File: src/rtl/ex_div_unit.sv
// Iterative radix-2 restoring divider for DIV/DIVU in the EX stage.
// It produces one quotient bit per clock and stalls the pipeline until the result is ready.
//
// state  | meaning
// IDLE   | waiting for start; operands are captured on the accepting edge
// BUSY   | one shift/trial-subtract per edge, WIDTH edges in total
// DONE   | result registers valid, done pulses for this one cycle
module ex_div_unit #(
   parameter int WIDTH = 32
) (
   input  logic             clk,
   input  logic             rst,
   input  logic             start,
   input  logic             signed_div,
   input  logic [WIDTH-1:0] dividend,
   input  logic [WIDTH-1:0] divisor,
   input  logic             annul,
   output logic             busy,
   output logic             done,
   output logic [WIDTH-1:0] quotient,
   output logic [WIDTH-1:0] remainder,
   output logic             div_by_zero,
   output logic             stallreq
);

   localparam int CW = $clog2(WIDTH);
   localparam logic [1:0] S_IDLE = 2'd0;
   localparam logic [1:0] S_BUSY = 2'd1;
   localparam logic [1:0] S_DONE = 2'd2;
   localparam logic [CW-1:0] LAST_ITER = CW'(WIDTH - 1);

   logic [1:0]       r_state;
   logic [CW-1:0]    r_cnt;
   logic [WIDTH-1:0] r_prem;
   logic [WIDTH-1:0] r_quo;
   logic [WIDTH-1:0] r_dvs;
   logic             r_neg_q;
   logic             r_neg_r;
   logic [WIDTH-1:0] r_quotient;
   logic [WIDTH-1:0] r_remainder;
   logic             r_dbz;

   logic [WIDTH-1:0] w_abs_dvd;
   logic [WIDTH-1:0] w_abs_dvs;
   logic [WIDTH:0]   w_shift;
   logic [WIDTH:0]   w_trial;
   logic             w_bit;
   logic [WIDTH-1:0] w_prem_next;
   logic [WIDTH-1:0] w_quo_next;
   logic [WIDTH-1:0] w_q_fix;
   logic [WIDTH-1:0] w_r_fix;

   assign w_abs_dvd = (signed_div && dividend[WIDTH-1]) ? -dividend : dividend;
   assign w_abs_dvs = (signed_div && divisor[WIDTH-1])  ? -divisor  : divisor;

   // r_quo shifts the dividend out of its MSB while quotient bits shift in at the LSB
   assign w_shift     = {r_prem, r_quo[WIDTH-1]};
   assign w_trial     = w_shift - {1'b0, r_dvs};
   assign w_bit       = ~w_trial[WIDTH];
   assign w_prem_next = w_bit ? w_trial[WIDTH-1:0] : w_shift[WIDTH-1:0];
   assign w_quo_next  = {r_quo[WIDTH-2:0], w_bit};

   assign w_q_fix = r_neg_q ? -w_quo_next  : w_quo_next;
   assign w_r_fix = r_neg_r ? -w_prem_next : w_prem_next;

   always_ff @(posedge clk or negedge rst) begin
      if (!rst) begin
         r_state     <= S_IDLE;
         r_cnt       <= '0;
         r_prem      <= '0;
         r_quo       <= '0;
         r_dvs       <= '0;
         r_neg_q     <= 1'b0;
         r_neg_r     <= 1'b0;
         r_quotient  <= '0;
         r_remainder <= '0;
         r_dbz       <= 1'b0;
      end else begin
         case (r_state)
            S_IDLE: begin
               if (start && !annul) begin
                  if (divisor == '0) begin
                     r_quotient  <= '1;
                     r_remainder <= dividend;
                     r_dbz       <= 1'b1;
                     r_state     <= S_DONE;
                  end else begin
                     r_prem  <= '0;
                     r_quo   <= w_abs_dvd;
                     r_dvs   <= w_abs_dvs;
                     r_neg_q <= signed_div & (dividend[WIDTH-1] ^ divisor[WIDTH-1]);
                     r_neg_r <= signed_div & dividend[WIDTH-1];
                     r_cnt   <= '0;
                     r_state <= S_BUSY;
                  end
               end
            end
            S_BUSY: begin
               if (annul) begin
                  r_cnt   <= '0;
                  r_state <= S_IDLE;
               end else begin
                  r_prem <= w_prem_next;
                  r_quo  <= w_quo_next;
                  if (r_cnt == LAST_ITER) begin
                     r_cnt       <= '0;
                     r_quotient  <= w_q_fix;
                     r_remainder <= w_r_fix;
                     r_dbz       <= 1'b0;
                     r_state     <= S_DONE;
                  end else begin
                     r_cnt <= r_cnt + 1'b1;
                  end
               end
            end
            S_DONE:  r_state <= S_IDLE;
            default: r_state <= S_IDLE;
         endcase
      end
   end

   assign busy        = (r_state != S_IDLE);
   assign done        = (r_state == S_DONE) & ~annul;
   assign quotient    = r_quotient;
   assign remainder   = r_remainder;
   assign div_by_zero = r_dbz;
   // The stall drops in DONE so EX advances and consumes the result that same cycle
   assign stallreq    = rst & (((r_state == S_IDLE) & start & ~annul) | (r_state == S_BUSY));

endmodule

File: config.mk
export PLATFORM = sky130hd
export DESIGN_NAME = ex_div_unit
export DESIGN_NICKNAME = d
export VERILOG_FILES = /design/src/rtl/ex_div_unit.sv
export SDC_FILE = /design/constraint.sdc
export NUM_CORES = 1
export LEC_CHECK = 0
export ABC_AREA = 0
export ABC_CLOCK_PERIOD_IN_PS = 6700
export BUFFER_PORTS_ARGS = -buffer_cell sky130_fd_sc_hd__buf_2
export CAP_MARGIN = 20
export CORE_MARGIN = 3
export CORE_UTILIZATION = 50
export CTS_CLUSTER_DIAMETER = 150
export DETAILED_ROUTE_END_ITERATION = 7
export PLACE_DENSITY_LB_ADDON = 0.1
export SLEW_MARGIN = 25
export SYNTH_ARGS = -nofsm -noshare
export SYNTH_HDL_FRONTEND = slang
export SYNTH_SLANG_ARGS = --single-unit
File: constraint.sdc
create_clock -name clk -period 6.7 [get_ports clk]
set_input_delay 0.67 -clock clk [delete_from_list [all_inputs] [get_ports clk]]
set_output_delay 0.67 -clock clk [all_outputs]
set_load 0.01 [all_outputs]
==> results of run 1 <==
cell families after synthesis:
logic type	Yosys count	synth area share, %
buffers and inverters	144	4.840
multiplexers	32	2.681
adder cells (fa/ha/maj)	39	4.052
flip-flops	170	34.79
AND/OR/NAND/NOR	504	19.43
XOR/XNOR	135	9.669
AO/OA/AOI/OAI	490	24.54
final cells by class:
class	instances	area [sq um]	share of cell area, %
multi-input combinational	1200	7402	54.08
sequential	170	4255	31.09
timing repair buffer	153	814.5	5.951
clock buffer	18	429.2	3.135
tap	319	399.1	2.916
inverter	55	206.4	1.508
clock inverter	14	181.4	1.325
worst min path at each step:
stage | to | slack, ns | cells after the start
after CTS | quotient[6] | 0.22 | 1
after floorplan | div_by_zero | 0.37 | 0
final | quotient[6] | 0.20 | 1
after global routing | quotient[6] | 0.24 | 1
after detailed placement | quotient[13] | 0.46 | 2
after global placement | quotient[17] | 0.46 | 2
flip-flops by register name (all words and copies together), names as in the netlist:
name / flops
r_prem: 32
quotient: 32
r_neg_r: 1
r_quo: 32
div_by_zero: 1
r_dvs: 32
r_cnt: 5
remainder: 32
r_neg_q: 1
r_state: 2
worst max-delay path: cells and delay by family, from the launching register on:
kind | cells | cell delay, ns
compound gates | 5 | 1.23
xor+xnor | 1 | 0.16
fa+ha+maj | 3 | 0.84
buf+inv | 3 | 0.36
flops | 1 | 0.40
simple gates | 8 | 1.93
metrics by stage:
step	area [sq um]	hold slack [ns]	setup WS [ns]	cells
finish	13690	0.1951	1.612	1929
global route	13690	0.2436	1.273	1929
CTS	13690	0.2201	1.687	1929
detailed placement	13080	0.4609	1.710	1897
global placement	13080	0.4622	1.854	1897
floorplan	12230	0.3744	1.754	1514
per-layer routing:
layer  vias up  wire [microns]
met5         -               0
li1       5603               -
met3        36            1619
met2       301           14890
met1      5234           15810
met4         0             700
cell usage in the layout, fill, tap and decap left out, types with 35 or more instances in the layout:
| cell type | Yosys | routed |
|---|---|---|
| nor2_1 | 131 | 130 |
| nand2_1 | 196 | 196 |
| o21ai_0 | 152 | 152 |
| nor3_1 | 35 | 35 |
| xnor2_1 | 75 | 75 |
| inv_1 | 53 | 53 |
| xor2_1 | 60 | 60 |
| a21oi_1 | 118 | 118 |
| buf_2 | 20 | 135 |
| dfrtp_1 | 170 | 169 |
| ha_1 | 38 | 38 |
power by group:
part	internal, mW	switching, mW
Clock	0.566	0.458
Combinational	0.386	0.627
Sequential	1.14	0.120
==> results.md, run 1 <==
* Final Power at 3.294 mW
* Chip height at 162.4 microns
* Post-Route WL at 33,020 microns
* Final Hold Viols at 0
* PD cells at 240.7 mW/mm^2
* Worst Setup Path Type: flip-flop to flip-flop
* # diodes at 0
* Final #Nets at 1,705
* Static Leak at 6.004 nW
* Synth cell count leaders: nand2_1 (196), dfrtp_1 (170), o21ai_0 (152)
* Root Driver: clkbuf_16
* Reg2reg end: quotient[26]
* CP endpoint: quotient[26]
* Register area share after synthesis at 34.79%
* CP Data Required Time at 6.98 ns
* Slowest cell on the critical path: nor3_2
* IO Pins at 137
* Initial antenna violation count at 0
* Synthesized flop and latch total at 170
* Count leader, synth: nand2_1
* Unrepaired setup endpoints after global routing: false
* Hold-fix buffers, CTS at 0
* Worst hold path class: input port to asynchronous set/reset pin
* CP max stage delay at 0.51 ns
* Critical R2R Launch: r_quo[31]
* DRC at 0
* Final period utilization at 75.94%
* Setup Skew at 0.01155 ns
* Crit path launch: r_quo[31]
* Crit-path cells: inv_1, ha_1, inv_1, fa_1, a211oi_4, nor4_2, o21a_1, o21a_1, nor3_2, nor2_4, inv_2, ha_1, nand2_1, or3_1, or3_1, or2_2, o21ai_0, nand2_1, xnor2_1, a31oi_1
* Finish-stage setup viols at 0
* Post-Syn Instances at 1,514
* EDFF count, synth at 0
* Row count at 56
* GP Congestion at 0.9094
* Via Count at 11,170
* Detailed placement HPWL at 25,120 microns
* Met2 Use GR at 40.30%
* Area growth from synthesis to layout at 11.94%
* Flop2flop setup slack at 1.61 ns
* Max Fclk at 196.6 MHz
* CTS tree: yes
* Synth Area per Inst at 8.077 sq um
* Grt met3 use at 2.899%
* Final Core Density at 57.63%
* DRT Pass-1 Iters at 7
* Maxcap violations at 0
* First-pass GRT wire length at 53,850 microns
* Worst Path Arrival at 5.37 ns
* CTS Buffer Depth at 2
* Initial Util at 51.48%
* Synth area leaders: dfrtp_1 (35%), o21ai_0 (6.2%), nand2_1 (6.0%)
* Routed Antenna Nets at 0
* Post-synth top flop: dfrtp_1
* Clock sinks at 170
* CP Launch Type: flip-flop
* Status: finished clean
* Die Wd at 162.4 microns
* Clock transition at path regs at 0.07 ns
* Setup TNS at 0 ns
* Total core area at 0.02375 sq mm
* Worst VDD drop at 0.1309 mV
* Gr ovfl total at 0
* Relative slew slack at 25.55%
* Setup crit end kind: flip-flop
* Total die area at 0.02637 sq mm
* Crit Path Max Fanout at 9
* DR WL/cell at 17.12 microns
* Vias per cell at 5.793
* Busiest layer in global routing: met2
* GR Util All Layers at 25.14%
* Clock H-tree levels at 4
* Final worst path period need at 5.088 ns
* Synth cell types at 78
* Starting DRC count in detailed routing at 903
* Post-synth net total at 1,622
* Worst Reg-to-Reg Cells at 20
* Final Max Slew Viols at 0
* Buffers on Ports at 136
* Worst-Margin Slew at 1.101 ns
* Top cell type's share of synthesized area at 34.79%
* Setup bufs post-CTS at 0
* Worst skew pair latency at 0.43 ns
* Cell taking the most area after synthesis: dfrtp_1
* FILL cells at 2,278
* Synth Cell Area at 0.01223 sq mm
* Share of flip-flops with an asynchronous set or reset at 100.0%
* Syn. warnings at 0
* Post-CTS Resized at 0
* Pin count of the biggest net entering global routing at 80
* M1 GR Usage at 35.95%
* Ratio of cells with drive above 1 in the final layout at 13.42%
* TritonCTS Buffers at 17
* Vias in the first global route at 10,330
Note: power is estimated with default switching activity, not from simulation.
==> inputs of run 2 (changes only) <==
- ABC_AREA: 0 -> 1
- ABC_CLOCK_PERIOD_IN_PS: 6700 -> 5200
- clock period: 6.7 -> 5.2 ns (I/O delays scaled with it)
==> results.md, run 2 <==
* Status: finished clean (unchanged)
* Reg2reg end: quotient[30] (was quotient[26])
* Worst Setup Path Type: flip-flop to flip-flop (unchanged)
* Inst Count DP at 2,466 (was 1,897)
* DRC at 0 (unchanged)
* PnR worst setup slack at 0.6241 ns (was 1.612 ns)
* Synth Area per Inst at 6.467 sq um (was 8.077 sq um)
* Pre-CTS setup slack at 0.7219 ns (was 1.710 ns)
* Clock transition at path regs at 0.08 ns (was 0.07 ns)
* Buffers on Ports at 136 (unchanged)
* Worst Reg-to-Reg Cells at 28 (was 20)
* Total die area at 0.02856 sq mm (was 0.02637 sq mm)
* CP max stage delay at 0.41 ns (was 0.51 ns)
* Crit path launch: r_quo[31] (unchanged)
* Vias per cell at 5.586 (was 5.793)
* Setup bufs post-CTS at 0 (unchanged)
* Area growth from synthesis to layout at 11.41% (was 11.94%)
* Critical R2R Launch: r_quo[31] (unchanged)
* Count leader, synth: nand2_1 (unchanged)
* Int Pwr at 4.627 mW (was 2.090 mW)
* Register area share after synthesis at 32.02% (was 34.79%)
* PD cells at 670.6 mW/mm^2 (was 240.7 mW/mm^2)
* Relative slew slack at 33.07% (was 25.55%)
* Hold-fix buffers, CTS at 0 (unchanged)
* Sw Share at 53.38% (was 36.56%)
* Crit path top cell by count: nand2_1
* Pin count of the biggest net entering global routing at 123 (was 80)
* Maxcap violations at 0 (unchanged)
* Worst Path Arrival at 4.95 ns (was 5.37 ns)
* Worst skew pair latency at 0.44 ns (was 0.43 ns)
* Worst-Margin Slew at 0.9977 ns (was 1.101 ns)
* Initial antenna violation count at 1 (was 0)
* Post-synth net total at 2,162 (was 1,622)
* Setup crit end kind: flip-flop (unchanged)
* Clock sinks at 170 (unchanged)
* Routed Antenna Nets at 0 (unchanged)
* Vias in the first global route at 12,550 (was 10,330)
* First-pass GRT wire length at 67,850 microns (was 53,850 microns)
* CP Launch Type: flip-flop (unchanged)
* Total core area at 0.02606 sq mm (was 0.02375 sq mm)
* Max Fclk at 218.5 MHz (was 196.6 MHz)
* Reg power frac at 22.5% (was 38.2%)
* Part of the power in combinational logic at 63.0% (was 30.7%)
* CP Data Required Time at 5.57 ns (was 6.98 ns)
* Setup Skew at 0.01989 ns (was 0.01155 ns)
* Synth cell types at 55 (was 78)
* Ratio of cells with drive above 1 in the final layout at 10.96% (was 13.42%)
* Synth area leaders: dfrtp_1 (32%), nand2_1 (17%), inv_1 (7.7%) (was dfrtp_1 (35%), o21ai_0 (6.2%), nand2_1 (6.0%))
* Post-Syn Instances at 2,054 (was 1,514)
* Setup TNS at 0 ns (unchanged)
* CP endpoint: quotient[30] (was quotient[26])
* Switching Power at 5.297 mW (was 1.204 mW)
* Commonest non-fill, non-tap cell in the layout: nand2_1 (unchanged)
* Cell taking the most area after synthesis: dfrtp_1 (unchanged)
* Final Hold Viols at 0 (unchanged)
* Syn. warnings at 0 (unchanged)
* DRT Pass-1 Iters at 8 (was 7)
* Post-Route WL at 43,090 microns (was 33,020 microns)
* Clock power frac at 14.5% (was 31.1%)
* Worst VDD drop at 0.3483 mV (was 0.1309 mV)
* Starting DRC count in detailed routing at 1,552 (was 903)
* Initial Util at 50.98% (was 51.48%)
* Chip height at 169.0 microns (was 162.4 microns)
* Synthesized flop and latch total at 170 (unchanged)
* Finish-stage setup viols at 0 (unchanged)
* Top cell type's share of synthesized area at 32.02% (was 34.79%)
* EDFF count, synth at 0 (unchanged)
* Flop2flop setup slack at 0.62 ns (was 1.61 ns)
* Unrepaired setup endpoints after global routing: false (unchanged)
* Root Driver: clkbuf_16 (unchanged)
* Gr ovfl total at 0 (unchanged)
* Final worst path period need at 4.576 ns (was 5.088 ns)
* GR Util All Layers at 30.07% (was 25.14%)
* Crit Path Max Fanout at 9 (unchanged)
* Detailed placement HPWL at 32,630 microns (was 25,120 microns)
* Via Count at 13,950 (was 11,170)
* Static Leak at 7.679 nW (was 6.004 nW)
* Die Wd at 169.0 microns (was 162.4 microns)
* Final period utilization at 88.00% (was 75.94%)
* Row count at 59 (was 56)
* Post-CTS Resized at 0 (unchanged)
* Synth cell count leaders: nand2_1 (619), inv_1 (273), nor2_1 (196) (was nand2_1 (196), dfrtp_1 (170), o21ai_0 (152))
* Synth Cell Area at 0.01328 sq mm (was 0.01223 sq mm)
* CTS Buffer Depth at 2 (unchanged)
* Post-synth top flop: dfrtp_1 (unchanged)
* DR WL/cell at 17.25 microns (was 17.12 microns)
* CTS tree: yes (unchanged)
* Worst hold path class: input port to asynchronous set/reset pin (unchanged)
* Slowest cell on the critical path: dfrtp_1 (was nor3_2)
* Share of flip-flops with an asynchronous set or reset at 100.0% (unchanged)
* Final #Nets at 2,258 (was 1,705)
* Commonest non-fill, non-tap cells in the layout: nand2_1 (618), inv_1 (270), nor2_1 (195), dfrtp_1 (169), o21ai_0 (168) (was nand2_1 (196), dfrtp_1 (169), o21ai_0 (152), buf_2 (135), nor2_1 (130))
* Clock H-tree levels at 4 (unchanged)
* TritonCTS Buffers at 17 (unchanged)
* Final Max Slew Viols at 0 (unchanged)
* IO Pins at 137 (unchanged)
* Non-Filler Instances at 2,498 (was 1,929)
* GP Congestion at 0.9659 (was 0.9094)
run 2: cell count changes in the layout (fill, tap and decap cells not counted), moves of 57 or more:
| cell | previous run | this run |
|---|---|---|
| a21oi_1 | 118 | 51 |
| inv_1 | 53 | 270 |
| nand2_1 | 196 | 618 |
| nand3_1 | 16 | 166 |
| nor2_1 | 130 | 195 |
| xnor2_1 | 75 | 18 |
run 2: power by group through the flow:
| stage | clock network [mW] | registers (mW) | logic (mW) |
|---|---|---|---|
| after global placement | 0 | 2.23 | 6.07 |
| after CTS | 1.46 | 2.22 | 6.19 |
| after global routing | 1.51 | 2.28 | 7.11 |
| after detailed placement | 0 | 2.24 | 6.15 |
| final | 1.44 | 2.23 | 6.25 |
| after floorplan | 0 | 2.23 | 4.55 |
run 2: cell type report:
| class | instances | area [sq um] |
|---|---|---|
| Clock buffer | 18 | 429.2 |
| Inverter | 281 | 1055 |
| Fill cell | 2671 | 11260 |
| Timing Repair Buffer | 147 | 782.0 |
| Tap cell | 335 | 419.2 |
| Antenna cell | 1 | 2.502 |
| Multi-Input combinational cell | 1533 | 7652 |
| Sequential cell | 170 | 4255 |
| Clock inverter | 13 | 203.9 |
run 2: per-stage QoR:
step	total power, mW	area, sq um	utilization, %	hold WS (ns)
floorplan	6.782	13280	-	0.2244
global placement	8.303	14160	54.35	0.4591
detailed placement	8.389	14160	54.35	0.4599
CTS	9.866	14800	56.78	0.05310
global route	10.90	14800	56.79	0.06501
finish	9.924	14800	56.79	0.02945
run 2: worst min-delay path by stage:
stage,cells after the start,start,end
5_1_grt,1,rst,r_prem[16]
3_3_place_gp,2,quotient[5],quotient[5]
4_1_cts,1,rst,r_prem[15]
2_1_floorplan,0,rst,div_by_zero
3_5_place_dp,2,quotient[23],quotient[23]
6_report,1,rst,r_prem[15]
run 2: cells by family after synthesis:
kind of cell             share of synthesized area [%]
AND/OR/NAND/NOR                                  35.16
buffers and inverters                            10.41
AO/OA/AOI/OAI                                    14.19
flip-flops                                       32.02
XOR/XNOR                                         4.483
adder cells (fa/ha/maj)                          3.730
run 2: critical path, delay by kind of cell, from the launching register on:
family,cells,cell delay [ns]
AO/OA/AOI/OAI,4,0.60
XOR/XNOR,1,0.16
adder cells (fa/ha/maj),3,0.72
buffers and inverters,3,0.20
flip-flops,1,0.41
AND/OR/NAND/NOR,17,2.42
run 2: routing by layer:
| metal | GRT usage (%) | vias to the layer above | wire, microns |
|---|---|---|---|
| met5 | 0 | - | 0 |
| met4 | 8.080 | 0 | 943 |
| met3 | 4.180 | 57 | 3486 |
| met2 | 44.60 | 574 | 18580 |
| met1 | 45.92 | 6511 | 20080 |
| li1 | - | 6812 | - |
